[src/rtl/updown_mod_counter.sv]
// updown_mod_counter: synchronous up/down counter with programmable modulus,
// parallel load, cascade tc and wrap pulse; UPDOWN_MOD_COUNTER_GRAY_EN adds gray.
module updown_mod_counter #(
    parameter int WIDTH = 4
) (
    input  logic             clock,
    input  logic             reset_n,
    input  logic             enable,
    input  logic             load,
    input  logic [WIDTH-1:0] load_value,
    input  logic             up_down,
    input  logic [WIDTH-1:0] modulus,
    output logic [WIDTH-1:0] count,
    output logic             tc,
`ifdef UPDOWN_MOD_COUNTER_GRAY_EN
    output logic             wrap,
    output logic [WIDTH-1:0] gray
`else
    output logic             wrap
`endif
);

    localparam logic [WIDTH-1:0] ONE = {{(WIDTH-1){1'b0}}, 1'b1};

    logic [WIDTH-1:0] r_count;
    logic             r_wrap;
    logic [WIDTH-1:0] w_top;
    logic [WIDTH-1:0] w_next;
    logic             w_zero;
    logic             w_over;
    logic             w_up_wrap;
    logic             w_dn_wrap;
    logic             w_step_wrap;

    // Highest legal count; modulus 0 means the full binary range.
    always_comb begin
        w_top = (modulus == '0) ? '1 : (modulus - ONE);
    end

    // Wrap conditions; a count above top (modulus lowered) wraps to 0 either way.
    always_comb begin
        w_zero      = (r_count == '0);
        w_over      = (r_count > w_top);
        w_up_wrap   = (r_count >= w_top);
        w_dn_wrap   = w_zero | w_over;
        w_step_wrap = up_down ? w_up_wrap : w_dn_wrap;
        tc          = enable & ~load & w_step_wrap;
    end

    // Next count: load (clamped to top) beats enable beats hold.
    always_comb begin
        w_next = r_count;
        if (load) begin
            w_next = (load_value > w_top) ? w_top : load_value;
        end else if (enable) begin
            if (up_down) begin
                w_next = w_up_wrap ? '0 : (r_count + ONE);
            end else if (w_zero) begin
                w_next = w_top;
            end else if (w_over) begin
                w_next = '0;
            end else begin
                w_next = r_count - ONE;
            end
        end
    end

    // Count and one-cycle wrap pulse registers.
    always_ff @(posedge clock or negedge reset_n) begin
        if (!reset_n) begin
            r_count <= '0;
            r_wrap  <= 1'b0;
        end else begin
            r_count <= w_next;
            r_wrap  <= tc;
        end
    end

    assign count = r_count;
    assign wrap  = r_wrap;

`ifdef UPDOWN_MOD_COUNTER_GRAY_EN
    logic [WIDTH-1:0] r_gray;

    // Gray code of the next count, updated on the same edge as count.
    always_ff @(posedge clock or negedge reset_n) begin
        if (!reset_n) begin
            r_gray <= '0;
        end else begin
            r_gray <= w_next ^ (w_next >> 1);
        end
    end

    assign gray = r_gray;
`endif

endmodule

[config.mk]
export PLATFORM = sky130hd
export DESIGN_NAME = updown_mod_counter
export DESIGN_NICKNAME = d
export VERILOG_FILES = /design/src/rtl/updown_mod_counter.sv
export SDC_FILE = /design/constraint.sdc
export NUM_CORES = 1
export LEC_CHECK = 0
export BUFFER_PORTS_ARGS = -buffer_cell sky130_fd_sc_hd__buf_2
export CELL_PAD_IN_SITES_DETAIL_PLACEMENT = 0
export CELL_PAD_IN_SITES_GLOBAL_PLACEMENT = 1
export CORE_MARGIN = 3
export CORE_UTILIZATION = 42
export CTS_BUF_LIST = sky130_fd_sc_hd__clkbuf_2 sky130_fd_sc_hd__clkbuf_4 sky130_fd_sc_hd__clkbuf_8
export CTS_CLUSTER_DIAMETER = 100
export DETAILED_ROUTE_END_ITERATION = 16
export PLACE_DENSITY_LB_ADDON = 0.1
export SETUP_SLACK_MARGIN = 0.02
export SYNTH_ARGS = -nofsm -noshare
export SYNTH_HDL_FRONTEND = slang
export SYNTH_SLANG_ARGS = --single-unit
[constraint.sdc]
create_clock -name clock -period 5.65 [get_ports clock]
set_input_delay 1.4125 -clock clock [delete_from_list [all_inputs] [get_ports clock]]
set_output_delay 1.4125 -clock clock [all_outputs]
set_load 0.005 [all_outputs]
**Yosys cells after proc, flatten, opt, wreduce, memory -nomap -nowiden**

Cells that the tools add are included.

- Flip-flop bits (word level): 5
- Input bits: 13

- $add $sub $neg: 3
- Order comparisons: 3
- Muxes and demuxes: 9
- Bitwise gates (word level): 4
- Reduce and logical (&&, ||, !) cells: 3

Operator list:

| cell | count |
|---|---|
| 4-bit two-way mux | 8 |
| 4-bit greater-than comparator | 2 |
| 4-bit zero test | 2 |
| 4-bit by 1-bit subtractor with 4-bit output, second input constant | 2 |
| 4-bit by 1-bit adder with 4-bit output, second input constant | 1 |
| 4-bit >= comparator | 1 |
| 1-bit bitwise AND | 2 |
| 2-bit nonzero test | 1 |
| 1-bit two-way mux | 1 |
| 1-bit inverter | 1 |
| 1-bit OR | 1 |

**Logic depth before layout (Yosys ltp)**

- Word-level depth: 8
- Gate-level depth with buffers: 12
- Gate-level depth less buffers: 12

**Worst setup path before layout**

No wires, ideal clock.

- Kind: input to output
- From: input port modulus[0]
- To: output port tc
- Data arrival time: 3.142 ns
- Data required time: 4.238 ns
- Setup slack: 1.095 ns
- Cell stages on the path: 11
- Cell sequence: inv_1 > ha_1 > o21bai_1 > a21oi_1 > a41oi_1 > inv_1 > ha_1 > nand4_1 > and3_2 > o22a_1 > nor3_1

- Cells in the longest elaborated chain, start to end: 6
- Elaborated cells on any way between the ends: 8

RTL lines:

| item | RTL line | text |
|---|---|---|
| start, declared | 12 | `input logic [WIDTH-1:0] modulus,` |
| 4-bit by 1-bit subtractor with 4-bit output / 4-bit zero test (equally long branches) | 37 | `w_top = (modulus == '0) ? '1 : (modulus - ONE);` |
| 4-bit two-way mux * | 37 |  |
| 4-bit greater-than comparator | 43 | `w_over = (r_count > w_top);` |
| 1-bit OR | 45 | `w_dn_wrap = w_zero \| w_over;` |
| 1-bit two-way mux * | 46 | `w_step_wrap = up_down ? w_up_wrap : w_dn_wrap;` |
| 1-bit bitwise AND * | 47 | `tc = enable & ~load & w_step_wrap;` |
| end, declared | 14 | `output logic tc,` |

Every way passes the cells marked *; elsewhere a longest branch is shown, timed or not.

**Worst setup path after layout**

Ends and elaborated chain as after synthesis.

==> results.py <==
metrics = {
    "timing": {
        "finalSetupTns_ns": 0,
        "finClkSkew_ns": 0.00251,
        "fmax_ghz": 0.200,
        "finalSetupViolations": 0,
        "period_share_pct": 88.6,
        "rsz0062_at_grt": "false",
        "slew_headroom_pct": 68.7,
        "hold_violations": 0,
        "worstMarginPinSlew_ns": 0.469,
        "maxSlewViolCount": 0,
        "period_needed_ns": 5.00,
        "fin_ws_ns": 0.646,
    },
    "clock_tree": {
        "cts_tree": "done",
        "clkSinkCount": 5,
        "cts-root-buf": "clkbuf_4",
        "clkSlewWorstSetupHoldPaths_ns": 0.04,
        "cts_resized": 0,
        "cts_buffer_depth": 2,
        "cts_hold_buf": 0,
        "cts_htree_levels": 1,
        "cts_setup_buffers": 0,
        "clock_latency_ns": 0.24,
        "cts_inserted_buffers": 3,
    },
    "synth": {
        "synthXorXnorAreaFrac_pct": 6.03,
        "synth_edf_count": 0,
        "postSynthAreaPerCell_um2": 8.34,
        "ys.flop_type": "dfrtp_1",
        "synthCells": 87,
        "yosys_warnings": 0,
        "syn_area_um2": 726,
        "postSynth.asyncResetShare_pct": 100,
        "synth_top_family_by_area": "compound AO/OA/AOI/OAI gates",
        "ys_ff_latch": 5,
        "syn_nets": 111,
        "synth-seq-area-share_pct": 17.2,
        "synth-adder-area-share_pct": 19.0,
        "synth_compound_area_share_pct": 25.9,
        "muxShareOfSynthArea_pct": 2.93,
        "synth_cell_type_count": 38,
        "yosys.area_share.simple_pct": 20.2,
    },
    "layout": {
        "nets": 132,
        "layout_commonest_cell": "buf_2",
        "fillCellCount": 161,
        "layout-area-overhead-vs-synth_pct": 16.7,
        "diodes": 0,
        "postLayoutCoreUtil_pct": 54.3,
        "final_layout_size_suffix_gt1_share_pct": 29.9,
        "final_cell_mix": "18 x buf_2, 11 x ha_1, 10 x inv_1, 8 x a21oi_1, 6 x nor2_1",
    },
    "die": {
        "fp.dieH_um": 47.6,
        "die-area_um2": 2260,
        "dieWidth_um": 47.6,
        "coreArea_um2": 1560,
        "fp-row-count": 14,
        "ios": 19,
        "start_util_pct": 46.5,
    },
    "grt": {
        "grtUsageTotal_pct": 17.0,
        "antenna_found_initial": 0,
        "grt_pass1_wl_um": 2680,
        "grt_max_degree": 10,
        "grt-ovfl-total": 0,
        "grt_pass1_vias": 630,
    },
    "drt": {
        "vias": 731,
        "dr.pass1.iters": 4,
        "wl_per_cell_um": 14.0,
        "drt_wl_total_um": 1720,
        "via_per_inst": 5.94,
        "drc": 0,
        "drtIter0Drc": 5,
        "final_antenna_net_count": 0,
    },
    "hold_path": {
        "hp-class": "reg -> reg",
        "min_from": "count[1]$_DFFE_PN0P_",
        "whs_endpoint": "count[1]$_DFFE_PN0P_",
        "whs_path_depth": 2,
    },
    "placement": {
        "pre_cts_slack_ns": 0.634,
        "gp_congestion": 0.841,
        "hpwl_um": 1400,
        "io_buffers": 18,
    },
    "worst_setup_path": {
        "cp.arrival_ns": 3.59,
        "required_ns": 4.24,
        "criticalPathCategory": "in -> out",
        "r2r_cells": 7,
        "r2r_end": "count[3]$_DFFE_PN0P_",
        "r2r_slack_ns": 3.50,
        "regToRegStartpoint": "count[1]$_DFFE_PN0P_",
        "start_kind": "input port",
        "end_kind": "primary output",
        "crit_fanout": 4,
    },
    "status": {
        "status": "finished clean",
    },
    "run": {
        "cap_violations": 0,
    },
    "power": {
        "powerDensity_nw_per_um2": 262,
        "p_leak_nw": 0.419,
        "vdd.ir_drop.worst_mv": 0.192,
    },
}
[metal layers]
| layer | routed length, um | part of all wire, % | up-vias | global-route usage (%) |
|---|---|---|---|---|
| met4 | 0 | 0 | 0 | 0 |
| met3 | 74 | 4.3 | 0 | 5.64 |
| met5 | 0 | 0 | - | 0 |
| li1 | - | - | 365 | - |
| met2 | 812 | 47 | 14 | 28.1 |
| met1 | 829 | 48 | 352 | 23.1 |
[registers in the layout, indices dropped and copies added, names as in the netlist]
| name | count |
|---|---|
| count | 4 |
| wrap | 1 |
[cell usage after synthesis (2+ instances only)]
cell type,n,area share (%)
ha_1,11,19
inv_1,10,5.2
a21oi_1,8,5.5
nor2_1,6,3.1
dfrtp_1,5,17
nand2_1,5,2.6
nand3_1,3,2.1
xnor2_1,3,3.6
buf_4,2,2.1
nand4_1,2,1.7
nor3_1,2,1.4
o21ai_0,2,1.4
o31ai_1,2,2.1
xor2_1,2,2.4
[per-stage QoR]
| step | instance area (um^2) | instances | hold slack (ns) | power, mW |
|---|---|---|---|---|
| after CTS | 847 | 123 | 0.731 | 0.225 |
| after floorplan | 726 | 87 | 0.657 | 0.146 |
| after global placement | 817 | 119 | 0.711 | 0.176 |
| after global routing | 847 | 123 | 0.780 | 0.244 |
| after detailed placement | 817 | 119 | 0.723 | 0.176 |
| final | 847 | 123 | 0.714 | 0.222 |
[kinds of logic after synthesis]
kind of cell             after synthesis
AND/OR/NAND/NOR                       26
AO/OA/AOI/OAI                         25
buffers and inverters                 13
adder cells (fa/ha/maj)               11
XOR/XNOR                               5
flip-flops                             5
multiplexers                           2
[critical path, stage by stage]
cell      delay [ns]
buf_2           0.11
inv_1           0.07
ha_1            0.19
o21bai_1        0.12
a21oi_1         0.07
a41oi_1         0.26
inv_1           0.11
ha_1            0.34
nand4_1         0.15
and3_2          0.23
o22a_1          0.18
nor3_1          0.19
buf_2           0.16
[layout make-up]
cell class	count	area, um^2	share of cell area (%)
Sequential cell	5	125	14.8
Clock buffer	4	30.0	3.55
Multi-Input combinational cell	69	537	63.4
Inverter	10	37.5	4.43
Tap cell	16	20.0	2.36
Timing Repair Buffer	19	97.6	11.5
[report_power, final]
group          leakage, nW  internal [mW]  total, mW  switching, mW
clock network       0.0184         0.0315     0.0468         0.0152
registers           0.0608         0.0424     0.0571         0.0147
logic                0.340         0.0580      0.118         0.0602
[how the worst max path moves through the flow]
stage | slack, ns | start | to | cells past startpoint
final | 0.65 | modulus[0] | tc | 13
after global routing | 0.42 | modulus[0] | tc | 13
after detailed placement | 0.63 | modulus[0] | tc | 13
after floorplan | 1.10 | modulus[0] | tc | 11
after global placement | 0.71 | modulus[0] | tc | 13
after CTS | 0.63 | modulus[0] | tc | 13
No activity file was read; power rests on OpenSTA's default activity.
